## src/rtl/lpm_pkg.sv

```systemverilog
// Shared constants and helpers for the LPM megafunction simulation models.
// Holds the direction encoding and modulus computation used by lpm_modcounter.
package lpm_pkg;

  localparam int LPM_MAX_WIDTH = 32;

  typedef enum logic {
    LPM_DIR_DOWN = 1'b0,
    LPM_DIR_UP   = 1'b1
  } lpm_dir_e;

  // Modulus 0 means the full 2^width range; result needs width+1 bits.
  function automatic logic [LPM_MAX_WIDTH:0] lpm_mod_value(
    input int width,
    input int modulus
  );
    logic [LPM_MAX_WIDTH:0] m;
    if (modulus == 0)
      m = (LPM_MAX_WIDTH+1)'(1) << width;
    else
      m = (LPM_MAX_WIDTH+1)'(modulus);
    return m;
  endfunction

endpackage

```

## src/rtl/lpm_modcounter_next.sv

```systemverilog
// Combinational next-count logic for lpm_modcounter.
// Produces the next count plus wrap and out-of-range-load flags.
module lpm_modcounter_next
  import lpm_pkg::*;
#(
  parameter int           W  = 8,
  parameter logic [W:0]   MV = '0
) (
  input  logic [W-1:0] i_q,
  input  logic [W-1:0] i_data,
  input  logic         i_sload,
  input  logic         i_cnt_en,
  input  logic         i_up,
  output logic [W-1:0] o_nxt_q,
  output logic         o_wrap,
  output logic         o_range_err
);

  logic [W:0]   w_inc;
  logic [W-1:0] w_dec;
  logic [W-1:0] w_top;

  // Increment kept one bit wider so M = 2^W compares without aliasing.
  assign w_inc = {1'b0, i_q} + (W+1)'(1);
  assign w_dec = i_q - W'(1);
  assign w_top = W'(MV - (W+1)'(1));

  always_comb begin
    o_nxt_q     = i_q;
    o_wrap      = 1'b0;
    o_range_err = 1'b0;
    unique case (1'b1)
      i_sload: begin
        if ({1'b0, i_data} >= MV) begin
          o_nxt_q     = '0;
          o_range_err = 1'b1;
        end else begin
          o_nxt_q = i_data;
        end
      end
      (!i_sload && i_cnt_en && i_up): begin
        if (w_inc == MV) begin
          o_nxt_q = '0;
          o_wrap  = 1'b1;
        end else begin
          o_nxt_q = w_inc[W-1:0];
        end
      end
      (!i_sload && i_cnt_en && !i_up): begin
        if (i_q == '0) begin
          o_nxt_q = w_top;
          o_wrap  = 1'b1;
        end else begin
          o_nxt_q = w_dec;
        end
      end
      default: ;
    endcase
  end

endmodule

```

## src/rtl/lpm_modcounter.sv

```systemverilog
// Modulus counter with synchronous load, terminal-count and load-range pulses.
// Define LPM_MODCOUNTER_UPDOWN_EN to add the updown port for runtime direction.
module lpm_modcounter
  import lpm_pkg::*;
#(
  parameter int    lpm_width     = 8,
  parameter int    lpm_modulus   = 0,
  parameter string lpm_direction = "UP",
  parameter string lpm_type      = "lpm_modcounter"
) (
  input  logic                 clock,
  input  logic                 reset_n,
  input  logic                 cnt_en,
  input  logic                 sload,
`ifdef LPM_MODCOUNTER_UPDOWN_EN
  input  logic                 updown,
`endif
  input  logic [lpm_width-1:0] data,
  output logic [lpm_width-1:0] q,
  output logic                 cout,
  output logic                 load_err
);

  localparam logic [LPM_MAX_WIDTH:0] M_FULL =
    lpm_mod_value(lpm_width, lpm_modulus);
  localparam logic [lpm_width:0] MV = M_FULL[lpm_width:0];

  if (lpm_width < 1 || lpm_width > LPM_MAX_WIDTH) begin : g_bad_width
    $fatal(1, "lpm_modcounter: lpm_width out of range 1..32");
  end

  if (lpm_modulus < 0 ||
      64'(lpm_modulus) > (64'd1 << lpm_width)) begin : g_bad_mod
    $fatal(1, "lpm_modcounter: lpm_modulus exceeds 2^lpm_width");
  end

  if (lpm_direction != "UP" &&
      lpm_direction != "DOWN") begin : g_bad_dir
    $fatal(1, "lpm_modcounter: lpm_direction must be UP or DOWN");
  end

  logic                 w_up;
  logic [lpm_width-1:0] w_nxt_q;
  logic                 w_wrap;
  logic                 w_range_err;

`ifdef LPM_MODCOUNTER_UPDOWN_EN
  assign w_up = updown;
`else
  localparam lpm_dir_e DIR =
    (lpm_direction == "DOWN") ? LPM_DIR_DOWN : LPM_DIR_UP;
  assign w_up = (DIR == LPM_DIR_UP);
`endif

  lpm_modcounter_next #(
    .W  (lpm_width),
    .MV (MV)
  ) u_next (
    .i_q         (q),
    .i_data      (data),
    .i_sload     (sload),
    .i_cnt_en    (cnt_en),
    .i_up        (w_up),
    .o_nxt_q     (w_nxt_q),
    .o_wrap      (w_wrap),
    .o_range_err (w_range_err)
  );

  always_ff @(posedge clock or negedge reset_n) begin
    if (!reset_n) begin
      q        <= '0;
      cout     <= 1'b0;
      load_err <= 1'b0;
    end else begin
      q        <= w_nxt_q;
      cout     <= w_wrap;
      load_err <= w_range_err;
    end
  end

endmodule

```

## config.mk

```make
export PLATFORM = sky130hd
export DESIGN_NAME = lpm_modcounter
export DESIGN_NICKNAME = d
export VERILOG_FILES = /design/src/rtl/lpm_pkg.sv /design/src/rtl/lpm_modcounter_next.sv /design/src/rtl/lpm_modcounter.sv
export SDC_FILE = /design/constraint.sdc
export NUM_CORES = 1
export LEC_CHECK = 0
export CAP_MARGIN = 20
export CORE_MARGIN = 10
export CORE_UTILIZATION = 35
export CTS_CLUSTER_SIZE = 24
export DETAILED_ROUTE_END_ITERATION = 8
export HOLD_SLACK_MARGIN = 0.15
export PLACE_DENSITY = 0.75
export SETUP_SLACK_MARGIN = 0.15
export SLEW_MARGIN = 25
export SYNTH_ARGS = -nofsm -noshare
export SYNTH_HDL_FRONTEND = slang
export SYNTH_SLANG_ARGS = --single-unit
```

## constraint.sdc

```tcl
create_clock -name clock -period 1.3 [get_ports clock]
set_input_delay 0.13 -clock clock [delete_from_list [all_inputs] [get_ports clock]]
set_output_delay 0.13 -clock clock [all_outputs]
set_load 0.01 [all_outputs]
```

==> Word-level counts from Yosys, hierarchy flattened <==
Index checks and enable logic that the tools add are counted.
{ "word_totals": {"mem_bits_rw": 0, "rom_bits": 0, "mem_count": 0, "inputBits": 12, "wordCells": 11, "out_inout_bits": 10, "regBits": 9, "latch_bits": 0} }
{ "classes": {"shifts": 0, "bitwise_logic": 0, "multipliers": 0, "n_mux": 4, "eq_ne": 1, "magnitude_cmp": 0, "add_sub_neg": 1, "reduce_logical": 3, "div_mod_pow": 0} }
{ "ops": {"columns": ["op", "n"], "rows": [
  ["8-bit one-hot mux with 2 select lines", 1],
  ["8-bit by 1-bit adder with 9-bit output (second input constant)", 1],
  ["9-bit == test (second input constant)", 1],
  ["8-bit two-way mux", 1],
  ["1-bit two-way mux", 2],
  ["2-bit nonzero test", 1],
  ["1-bit logical AND", 1],
  ["1-bit zero test", 1]
]} }

==> Longest topological paths before layout <==
Gate-level depths: netlist (run 1).
{ "logic_depth": {"word_depth": 4, "depth_mapped": 4} }

==> Hierarchy <==
From an unflattened synthesis (run 1), not the netlist that was laid out.
{ "unflattened": {"cells_unflattened": 111, "area_unflattened_um2": 875.8} }
{ "by_module_without_submodules": {"columns": ["mod", "seq_area_each_um2", "area_per_inst_um2", "cells_per_inst", "instances"], "rows": [
  ["lpm_modcounter_next", 0.0, 621.8, 100, 1],
  ["lpm_modcounter", 250.2, 254.0, 11, 1]
]} }

==> Worst setup path after synthesis (run 1) <==
Ideal clock, no wire load.
{ "synth_timing": {"path_kind": "register to register", "start": "register q[0]", "end": "register q[6]", "stages_incl_launch_ff": 5, "synth_period_minus_slack_ns": 1.374, "setup_slack_ns": -0.074, "n_path_buf": 0, "setup_time_ns": 0.069, "arrival_ns": 1.305, "path_cell_list": "dfrtp_1 ha_1 nand4_2 or4_1 nand3_1"} }
{ "synth_via": {"elab_chain_cells": 4} }
{ "synth_rtl": {"columns": ["element", "line", "source"], "rows": [
  ["start: declaration", "lpm_modcounter.sv:19", "output logic [lpm_width-1:0] q,"],
  ["start signal: assignment", "lpm_modcounter.sv:75", "q <= w_nxt_q;"],
  ["8-bit by 1-bit adder with 9-bit output (*)", "lpm_modcounter_next.sv:24", "assign w_inc = {1'b0, i_q} + (W+1)'(1);"],
  ["9-bit == test", "lpm_modcounter_next.sv:42", "if (w_inc == MV) begin"],
  ["8-bit two-way mux (*)", "lpm_modcounter_next.sv:42", null],
  ["8-bit one-hot mux with 2 select lines (*)", "lpm_modcounter_next.sv:32", "unique case (1'b1)"]
]} }
Every way passes the cells marked *; elsewhere a longest branch is shown, timed or not.
A chain may end at the register's enable or synchronous reset.

==> Worst setup path in the final report (run 1) <==
Ends and elaborated chain as after synthesis.

==> results of run 1 <==
## through the flow
stage	hold slack (ns)	cell area, um2	setup WS (ns)	util [%]
3_5_place_dp	0.4596	769.5	-0.1663	57.00
2_1_floorplan	-0.1656	535.5	0.03466	-
5_1_grt	0.1794	852.1	-0.01322	63.11
4_1_cts	0.1738	830.8	0.04619	61.54
3_3_place_gp	0.4585	769.5	-0.1374	57.00
6_report	0.1626	852.1	0.03980	63.11
## worst max-delay path, delay by kind of cell, from the launching register on
kind / cells / cell delay [ns]
fa+ha+maj: 1 / 0.13
buf+inv: 1 / 0.10
flops: 1 / 0.38
simple gates: 3 / 0.59
## registers in the layout, summed over array words and instances (netlist names)
name  count
cout      1
q         8
## per-layer routing
layer | track usage [%] | up-vias
li1 | - | 256
met1 | 9.367 | 227
met2 | 13.96 | 18
met3 | 3.433 | 6
met4 | 6.040 | 0
met5 | 0 | -
## repair_timing
action / in CTS / in global routing
setup endpoints to repair: 14 / 10
pin swaps: 3 / 2
buffers inserted: 3 / 2
resized for setup: 16 / 4
gates cloned: 0 / 0
## area by class of cell
class | instances | area, um2 | area share [%]
clock buffers | 4 | 26.28 | 3.084
multi-input cells | 42 | 300.3 | 35.24
flip-flops and latches | 9 | 231.5 | 27.17
well taps | 15 | 18.77 | 2.203
repair buffers | 30 | 275.3 | 32.31
## Yosys cell counts
master	instances	area share, %
nand4_1	2	2.4
dfrtp_1	9	44
xnor2_1	1	1.7
xor2_1	3	5.1
nor4_1	1	1.2
o21ai_1	4	3.9
mux2i_1	1	1.9
nand2_1	11	8.0
clkbuf_1	2	1.5
or4_1	3	4.4
nand3_1	4	3.9
nor2b_1	3	3.6
buf_4	2	2.9
ha_1	2	4.8
nand4_4	1	4.1
nand4_2	1	2.4
o21ai_0	4	3.9
conb_1	1	0.73
## worst paths after layout
path / to / from / cells past startpoint
max: q[6] / q[0] / 5
min: q[7] / reset_n / 1
max reg2reg: q[6] / q[0] / 5
min reg2reg: q[7] / q[7] / 2
max in group asynchronous: q[4] / reset_n / 1
min in group clock: q[1] / data[1] / 3
## cells in the final DEF, fill, tap and decap left out
cell type	n
nand4_4	2
dlygate4sd2_1	6
buf_6	2
clkdlybuf4s50_1	10
or4_4	1
clkbuf_4	3
nand3_1	4
dfrtp_1	4
o21ai_1	5
o21ai_0	3
buf_4	8
xnor2_1	1
conb_1	1
nand4_1	2
clkdlybuf4s15_1	4
nand2_1	11
nor2b_1	3
ha_4	1
clkbuf_1	1
xor2_1	3
ha_1	1
or4_1	2
dfrtp_2	5
mux2i_1	1
nor4_2	1
## power by group
group	switching (mW)	internal, mW	total (mW)
Clock	0.100	0.118	0.219
Sequential	0.0440	0.311	0.355
Combinational	0.101	0.134	0.235
Total	0.245	0.563	0.809
## logic make-up after synthesis
group / after synthesis / synth area share [%]
AOI/OAI and AO/OA: 8 / 7.748
xor gates and xnor gates: 4 / 6.781
adders and majority gates: 2 / 4.842
buffers and inverters: 4 / 4.358
DFF: 9 / 43.58
muxes: 1 / 1.937
other: 1 / 0.7257
and+or+nand+nor: 26 / 30.02
==> impl_metrics.yaml, run 1 <==
outcome:
  status: "complete, no violations"
setup_path:
  critPathArrivalTime_ns: 1.46
  critical_path_class: "register to register"
  startpoint_type: "register"
  cp_max_fo: 3
  required_ns: 1.50
  crit_path_end_kind: "register"
  path_cells: "buf_6, ha_4, nand4_4, or4_1, nand3_1"
  cp_slowest_cell: "or4_1"
  regToRegSetupSlack_ns: 0.04
  crit_path_max_incr_delay_ns: 0.41
run:
  drv_cap: 0
grt:
  first_global_vias: 509
  antenna_found_initial: 0
  grt_pass1_wl_mm: 2.332
  grt_start_max_net_pins: 10
  grtUsageTotal_pct: 8.795
  gr-total-overflow: 0
route:
  routed_wl_mm: 1.428
  vias: 507
  route.met2.wl_um: 693
  vias_per_cell: 5.070
  dr.first_iter.drc_count: 3
  wl_met3_um: 79
  routedWlPerCell_um: 14.28
  drt-met1-wl_um: 611
  drtPass1Iterations: 4
  highest_layer: "met4"
  antenna_left: 0
  drc: 0
clocking:
  clock_sinks: 9
  hold_buffers: 0
  clock_path_buffers: 2
  root_buffer: "clkbuf_4"
  path_clk_slew_ns: 0.06
  cts-buffers-inserted: 3
  cts_tree: "built"
  h-tree-depth: 1
  clk_latency_ns: 0.26
floorplan:
  die_w_um: 58.43
  die_h_um: 58.43
  pin_count: 22
  die_area_mm2: 0.003413
  row_count: 13
  start_util_pct: 38.28
  core-area_mm2: 0.001350
timing:
  setup_violations: 0
  slew_viol_final: 0
  rsz0062_at_grt: "yes"
  finalHoldViolations: 0
  fin_crit_sh_pct: 96.94
  fin_crit_ns: 1.260
  setup-tns-final_ns: 0
  skew_ns: 0.006269
  clock.fmax_mhz: 793.5
synth:
  ys_warn_count: 0
  synth_nets: 69
  ys_seq_area_share_pct: 43.58
  postSynthCellCount: 55
  ys_types: 18
  ys_ff_latch: 9
  syn_avg_cell_area_um2: 9.395
  netlist_area_um2: 516.7
pwr:
  leakage_nw: 0.3650
  powerDensity_mw_per_mm2: 949.0
  vdd_ir_drop_max_mv: 0.6260
  total_power_uw: 808.6
place:
  placed_cells_incl_taps: 91
  gp_congestion: 0.7943
  io_buffers: 20
  hpwlAfterDp_mm: 1.096
finish:
  fillers: 120
  drive_gt1_share_pct: 27.06
  finalNetCount: 100
  final_cells: 100
  syn2layout_area_growth_pct: 64.89
  antenna_cells: 0
min_path:
  min_path_type: "input port to asynchronous set/reset pin"
No activity file was read; power rests on OpenSTA's default activity.
==> inputs of run 2 (changes only) <==
--- a/config.mk
+++ b/config.mk
@@ -6,14 +6,16 @@
 export NUM_CORES = 1
 export LEC_CHECK = 0
 export CAP_MARGIN = 20
+export CORE_ASPECT_RATIO = 0.8
 export CORE_MARGIN = 10
 export CORE_UTILIZATION = 35
 export CTS_CLUSTER_SIZE = 24
 export DETAILED_ROUTE_END_ITERATION = 8
 export HOLD_SLACK_MARGIN = 0.15
-export PLACE_DENSITY = 0.75
+export PLACE_DENSITY = 0.67
 export SETUP_SLACK_MARGIN = 0.15
 export SLEW_MARGIN = 25
 export SYNTH_ARGS = -nofsm -noshare
 export SYNTH_HDL_FRONTEND = slang
+export SYNTH_HIERARCHICAL = 1
 export SYNTH_SLANG_ARGS = --single-unit
==> run 2 against run 1 <==
Net effect:
- the run now ends with negative setup slack left
- worst hold slack got worse by 0.012 ns
- critical endpoint is now q[0]
- flip-flop and latch count rose by 1
- synthesized cell count up 100%
==> impl_metrics.yaml, run 2 <==
synth:
  yosys-top-cells-count: "dfrtp_1 (10), nor2_1 (7), o21ai_0 (7)"
  ys_async_sr_fraction_pct: 100.0
  muxShareOfSynthArea_pct: 4.714
  synth_edf_count: 0
  synth_fa_ha_area_share_pct: 4.286
  synth.top_cell.area_share_pct: 28.57
  netlist_area_um2: 875.8
  ys_types: 42
  synth_compound_area_share_pct: 25.14
  synth_xor_area_share_pct: 2.000
  synthSimpleGateAreaFrac_pct: 26.29
  yosysTopAreaCell: "dfrtp_1"
  syn_avg_cell_area_um2: 7.890
  synth_area_leaders: "dfrtp_1 (29%), ha_1 (4.3%), o21ai_0 (4.0%)"
  ys_seq_area_share_pct: 28.57
  ys_warn_count: 6
  ys_ff_latch: 10
  postSynthCellCount: 111
  synth_top_family_by_area: "simple AND/OR/NAND/NOR gates"
  yosysMostFrequentCell: "dfrtp_1"
  synth_ff_type: "dfrtp_1"
place:
  dp_slack_ns: -0.2456
  post_dp_cell_area_mm2: 0.001319
  io_buffers: 21
  hpwlAfterDp_mm: 2.239
  gp_congestion: 0.9392
timing:
  setup_ws_ns: -0.1575
  fin_crit_ns: 1.458
  setup-tns-final_ns: -0.7157
  finalHoldViolations: 0
  skew_ns: 0.004386
  fin_crit_sh_pct: 112.1
  setup_violations: 7
  slew_viol_final: 0
  clock.fmax_mhz: 686.1
  rsz0062_at_grt: "yes"
route:
  vias: 1110
  vias_per_cell: 5.522
  antenna_left: 0
  drc: 0
  drtPass1Iterations: 4
  routed_wl_mm: 3.219
  dr.first_iter.drc_count: 132
  routedWlPerCell_um: 16.01
setup_path:
  required_ns: 1.45
  critical_path_class: "register to register"
  cp_max_fo: 4
  startpoint_type: "register"
  cp_slowest_cell: "dfrtp_2"
  critPathArrivalTime_ns: 1.61
  path_cells: "ha_4, inv_2, nor4_4, a211oi_1, a221o_1"
  crit_path_max_incr_delay_ns: 0.44
  crit_path_end_kind: "register"
finish:
  fillers: 212
  drive_gt1_share_pct: 44.85
  regMostFlops: "q"
  reg.largest.list: "q (8), cout (1), load_err (1)"
  fin_area_mm2: 0.001567
  largest_reg_flops: 8
  finalNetCount: 181
  multi_input_area_um2: 688.2
  layout_commonest_cell: "buf_4"
  antenna_cells: 0
  layout_common_cells: "buf_4 (20), buf_6 (17), clkdlybuf4s50_1 (11)"
  syn2layout_area_growth_pct: 78.86
  regArea_um2: 252.7
clocking:
  root_buffer: "clkbuf_4"
  cts_tree: "built"
  path_clk_slew_ns: 0.07
  clk_latency_ns: 0.27
  cts-buffers-inserted: 3
  clock_path_buffers: 2
  h-tree-depth: 1
  clock_sinks: 10
grt:
  grt_pass1_wl_mm: 5.478
  grtUsageTotal_pct: 13.34
  first_global_vias: 1119
  grt_start_max_net_pins: 14
  antenna_found_initial: 0
  gr-total-overflow: 0
pwr:
  clockPowerShare_pct: 21.2
  leakage_nw: 0.6719
  seqPwrFrac_pct: 27.4
  switching_share_pct: 35.24
  total_power_mw: 1.373
  p_switching_uw: 483.9
  vdd_ir_drop_max_mv: 0.4027
  pwr-share-comb_pct: 51.4
  intPower_uw: 889.2
  powerDensity_mw_per_mm2: 876.5
floorplan:
  die_area_mm2: 0.004916
  die_w_um: 75.93
  start_util_pct: 36.16
  row_count: 16
  core-area_mm2: 0.002422
  die_h_um: 64.74
  pin_count: 22
min_path:
  min_path_type: "input port to asynchronous set/reset pin"
run:
  drv_cap: 0
outcome:
  status: "finished, violations left"
  failed_checks: "negative setup slack"
-- run 2: cell count changes after synthesis, moves of 4 or more --
cell / change
a21oi_1: +5
nor2_1: +7
nor3_1: +6
a31oi_1: +4
nand2_1: -5
o21ai_1: -4
inv_1: +6
-- run 2: metal layers --
metal	GRT usage (%)	part of all wire [%]	wire length (um)	vias to the layer above
li1	-	-	-	517
met1	17.73	44	1416	526
met2	21.08	47	1504	59
met3	2.342	7.7	247	8
met4	4.953	1.6	51	0
met5	0	0	0	-
-- run 2: power groups by stage --
stage	sequential [mW]	combinational, mW	clock, mW
3_3_place_gp	0.387	0.520	0
6_report	0.376	0.705	0.291
3_5_place_dp	0.389	0.528	0
5_1_grt	0.379	0.768	0.312
2_1_floorplan	0.409	0.257	0
4_1_cts	0.376	0.631	0.303
-- run 2: final timing paths --
check                      cells after the start   end     from  slack, ns
setup reg to reg                               5  q[0]     q[1]      -0.16
setup / recovery                               5  q[0]     q[1]      -0.16
min in group clock                             3  q[4]  data[4]       0.41
hold / removal                                 2  q[2]  reset_n       0.15
hold reg to reg                                2  q[0]     q[0]       0.69
max in group asynchronous                      2  q[0]  reset_n       0.98
-- run 2: cell families (layout without fill, tap and decap cells) --
kind of cell | Yosys count | count (layout)
AOI/OAI and AO/OA | 32 | 32
xor gates and xnor gates | 2 | 2
adders and majority gates | 3 | 3
buffers and inverters | 17 | 67
DFF | 10 | 10
muxes | 4 | 4
other | 2 | 6
and+or+nand+nor | 41 | 41
-- run 2: what timing repair did --
action | 4_1_cts | 5_1_grt
pin swaps | 2 | 5
hold buffers | 0 | 0
setup endpoints to repair | 19 | 13
buffers inserted | 9 | 4
gates resized for setup | 53 | 17
-- run 2: area by class of cell --
cell class / count / area share, %
multi-input combinational: 88 / 43.93
timing repair buffer: 57 / 33.15
sequential: 10 / 16.13
tap: 36 / 2.875
clock buffer: 4 / 2.316
inverter: 6 / 1.597
-- run 2: stage by stage --
step                      util, %  std cells  hold slack [ns]
final                       64.67        201           0.1502
after global routing        64.67        201           0.1677
after CTS                   61.42        197           0.1527
after detailed placement    54.44        184           0.4406
after global placement      54.44        184           0.4406
after floorplan                 -        115          -0.1656
-- run 2: critical path, delay by kind of cell, from the launching register on --
family                   cells  cell delay [ns]
AND/OR/NAND/NOR              1             0.32
AO/OA/AOI/OAI                2             0.38
buffers and inverters        1             0.05
flip-flops                   1             0.44
adder cells (fa/ha/maj)      1             0.16
==> inputs of run 3 (changes only) <==
--- a/config.mk
+++ b/config.mk
@@ -12,8 +12,9 @@
 export CTS_CLUSTER_SIZE = 24
 export DETAILED_ROUTE_END_ITERATION = 8
 export HOLD_SLACK_MARGIN = 0.15
-export PLACE_DENSITY = 0.67
+export PLACE_DENSITY = 0.64
 export SETUP_SLACK_MARGIN = 0.15
+export SKIP_CTS_REPAIR_TIMING = 1
 export SLEW_MARGIN = 25
 export SYNTH_ARGS = -nofsm -noshare
 export SYNTH_HDL_FRONTEND = slang
==> constraint.sdc (replaced) <==
create_clock -name clock -period 1.8 [get_ports clock]
set_input_delay 0.18 -clock clock [delete_from_list [all_inputs] [get_ports clock]]
set_output_delay 0.18 -clock clock [all_outputs]
set_load 0.01 [all_outputs]
==> run 3 against run 2 <==
Net effect:
- the flow now finishes without violations
- routed wire length fell by 17%
- fmax is 7.4% lower
- combinational power shrank 52%
- register-to-register slack improved by 0.38 ns
- clock skew shrank 0.0010 ns
- critical endpoint is now q[1]
- largest cell class unchanged
==> impl_metrics.yaml, run 3 (synthesized netlist as in run 2, its figures left out) <==
outcome:
  status: "complete, no violations"
pwr:
  clockPowerShare_pct: 20.5
  pwr-share-comb_pct: 44.0
  powerDensity_mw_per_mm2: 616.9
  p_switching_uw: 272.9
  leakage_nw: 0.4932
  vdd_ir_drop_max_mv: 0.2148
  switching_share_pct: 35.90
  seqPwrFrac_pct: 35.5
  intPower_uw: 487.3
place:
  hpwlAfterDp_mm: 2.053
  gp_congestion: 0.8426
  placed_cells_incl_taps: 174
  dp_slack_ns: 0.1211
  io_buffers: 21
timing:
  slew_viol_final: 0
  hold_ws_ns: 0.2432
  fin_crit_sh_pct: 87.47
  setup-tns-final_ns: 0
  skew_ns: 0.003390
  setup_violations: 0
  fin_crit_ns: 1.574
  rsz0062_at_grt: "yes"
  finalHoldViolations: 0
  setup_ws_ns: 0.2256
  clock.fmax_mhz: 635.2
finish:
  layout_common_cells: "clkdlybuf4s50_1 (21), buf_4 (14), dfrtp_1 (10)"
  drive_gt1_share_pct: 18.31
  final_cells: 178
  antenna_cells: 0
  reg.largest.list: "q (8), cout (1), load_err (1)"
  layout_commonest_cell: "clkdlybuf4s50_1"
  regMostFlops: "q"
  syn2layout_area_growth_pct: 40.71
  largest_reg_flops: 8
  finalNetCount: 159
route:
  antenna_left: 0
  dr.first_iter.drc_count: 56
  vias_per_cell: 5.399
  routedWlPerCell_um: 15.05
  drc: 0
  drtPass1Iterations: 4
  routed_wl_mm: 2.679
  vias: 961
clocking:
  cts-buffers-inserted: 3
  cts_tree: "built"
  clock_path_buffers: 2
  clock_sinks: 10
  path_clk_slew_ns: 0.07
  clk_latency_ns: 0.26
  h-tree-depth: 1
  root_buffer: "clkbuf_4"
grt:
  grt_start_max_net_pins: 18
  grtUsageTotal_pct: 10.88
  gr-total-overflow: 0
  antenna_found_initial: 0
  grt_pass1_wl_mm: 4.471
  first_global_vias: 955
floorplan:
  core-area_mm2: 0.002422
  die_area_mm2: 0.004916
  start_util_pct: 36.16
  die_w_um: 75.93
  die_h_um: 64.74
  pin_count: 22
  row_count: 16
setup_path:
  critical_path_class: "register to register"
  critPathArrivalTime_ns: 1.76
  crit_path_end_kind: "register"
  required_ns: 1.99
  startpoint_type: "register"
  cp_max_fo: 4
  cp_slowest_cell: "or3b_2"
  path_cells: "ha_2, inv_2, nor4_2, buf_4, or3b_2, a21oi_1"
  crit_path_max_incr_delay_ns: 0.45
min_path:
  min_path_type: "input port to asynchronous set/reset pin"
run:
  drv_cap: 0
-- run 3: worst paths after layout --
| check | startpoint | end | slack, ns | cells past startpoint |
|---|---|---|---|---|
| setup / recovery | q[0] | q[1] | 0.23 | 6 |
| hold / removal | reset_n | q[6] | 0.24 | 1 |
| setup reg to reg | q[0] | q[1] | 0.23 | 6 |
| hold reg to reg | q[0] | q[0] | 0.71 | 2 |
| max in group asynchronous | reset_n | q[7] | 1.23 | 1 |
| min in group clock | data[4] | q[4] | 0.47 | 3 |
-- run 3: critical path, delay by kind of cell, from the launching register on --
kind / cells / cell delay, ns
compound gates: 1 / 0.15
fa+ha+maj: 1 / 0.22
buf+inv: 2 / 0.22
simple gates: 2 / 0.51
flops: 1 / 0.41
-- run 3: power by group through the flow --
stage               Sequential [mW]  Clock [mW]  Combinational, mW
CTS                           0.269       0.159              0.326
floorplan                     0.289           0              0.158
detailed placement            0.273           0              0.324
global route                  0.274       0.175              0.364
global placement              0.272           0              0.318
finish                        0.270       0.156              0.335
-- run 3: metal layers --
metal,global-route usage [%],vias up,wire (um)
li1,-,466,-
met1,13.94,456,1248
met2,17.69,37,1234
met3,1.377,2,168
met4,5.425,0,27
met5,0,-,0
-- run 3: cell type report --
| class | instances | area, um2 |
|---|---|---|
| Clock buffer | 3 | 22.52 |
| Multi-Input combinational cell | 88 | 576.8 |
| Inverter | 6 | 22.52 |
| Tap cell | 36 | 45.04 |
| Timing Repair Buffer | 35 | 315.3 |
| Fill cell | 258 | 1190 |
| Sequential cell | 10 | 250.2 |
-- run 3: stage by stage --
| stage | area (um2) | power (mW) | util, % |
|---|---|---|---|
| after floorplan | 890.9 | 0.4476 | - |
| after global placement | 1195 | 0.5903 | 49.33 |
| after detailed placement | 1195 | 0.5977 | 49.33 |
| after CTS | 1217 | 0.7541 | 50.26 |
| after global routing | 1232 | 0.8126 | 50.88 |
| final | 1232 | 0.7603 | 50.88 |
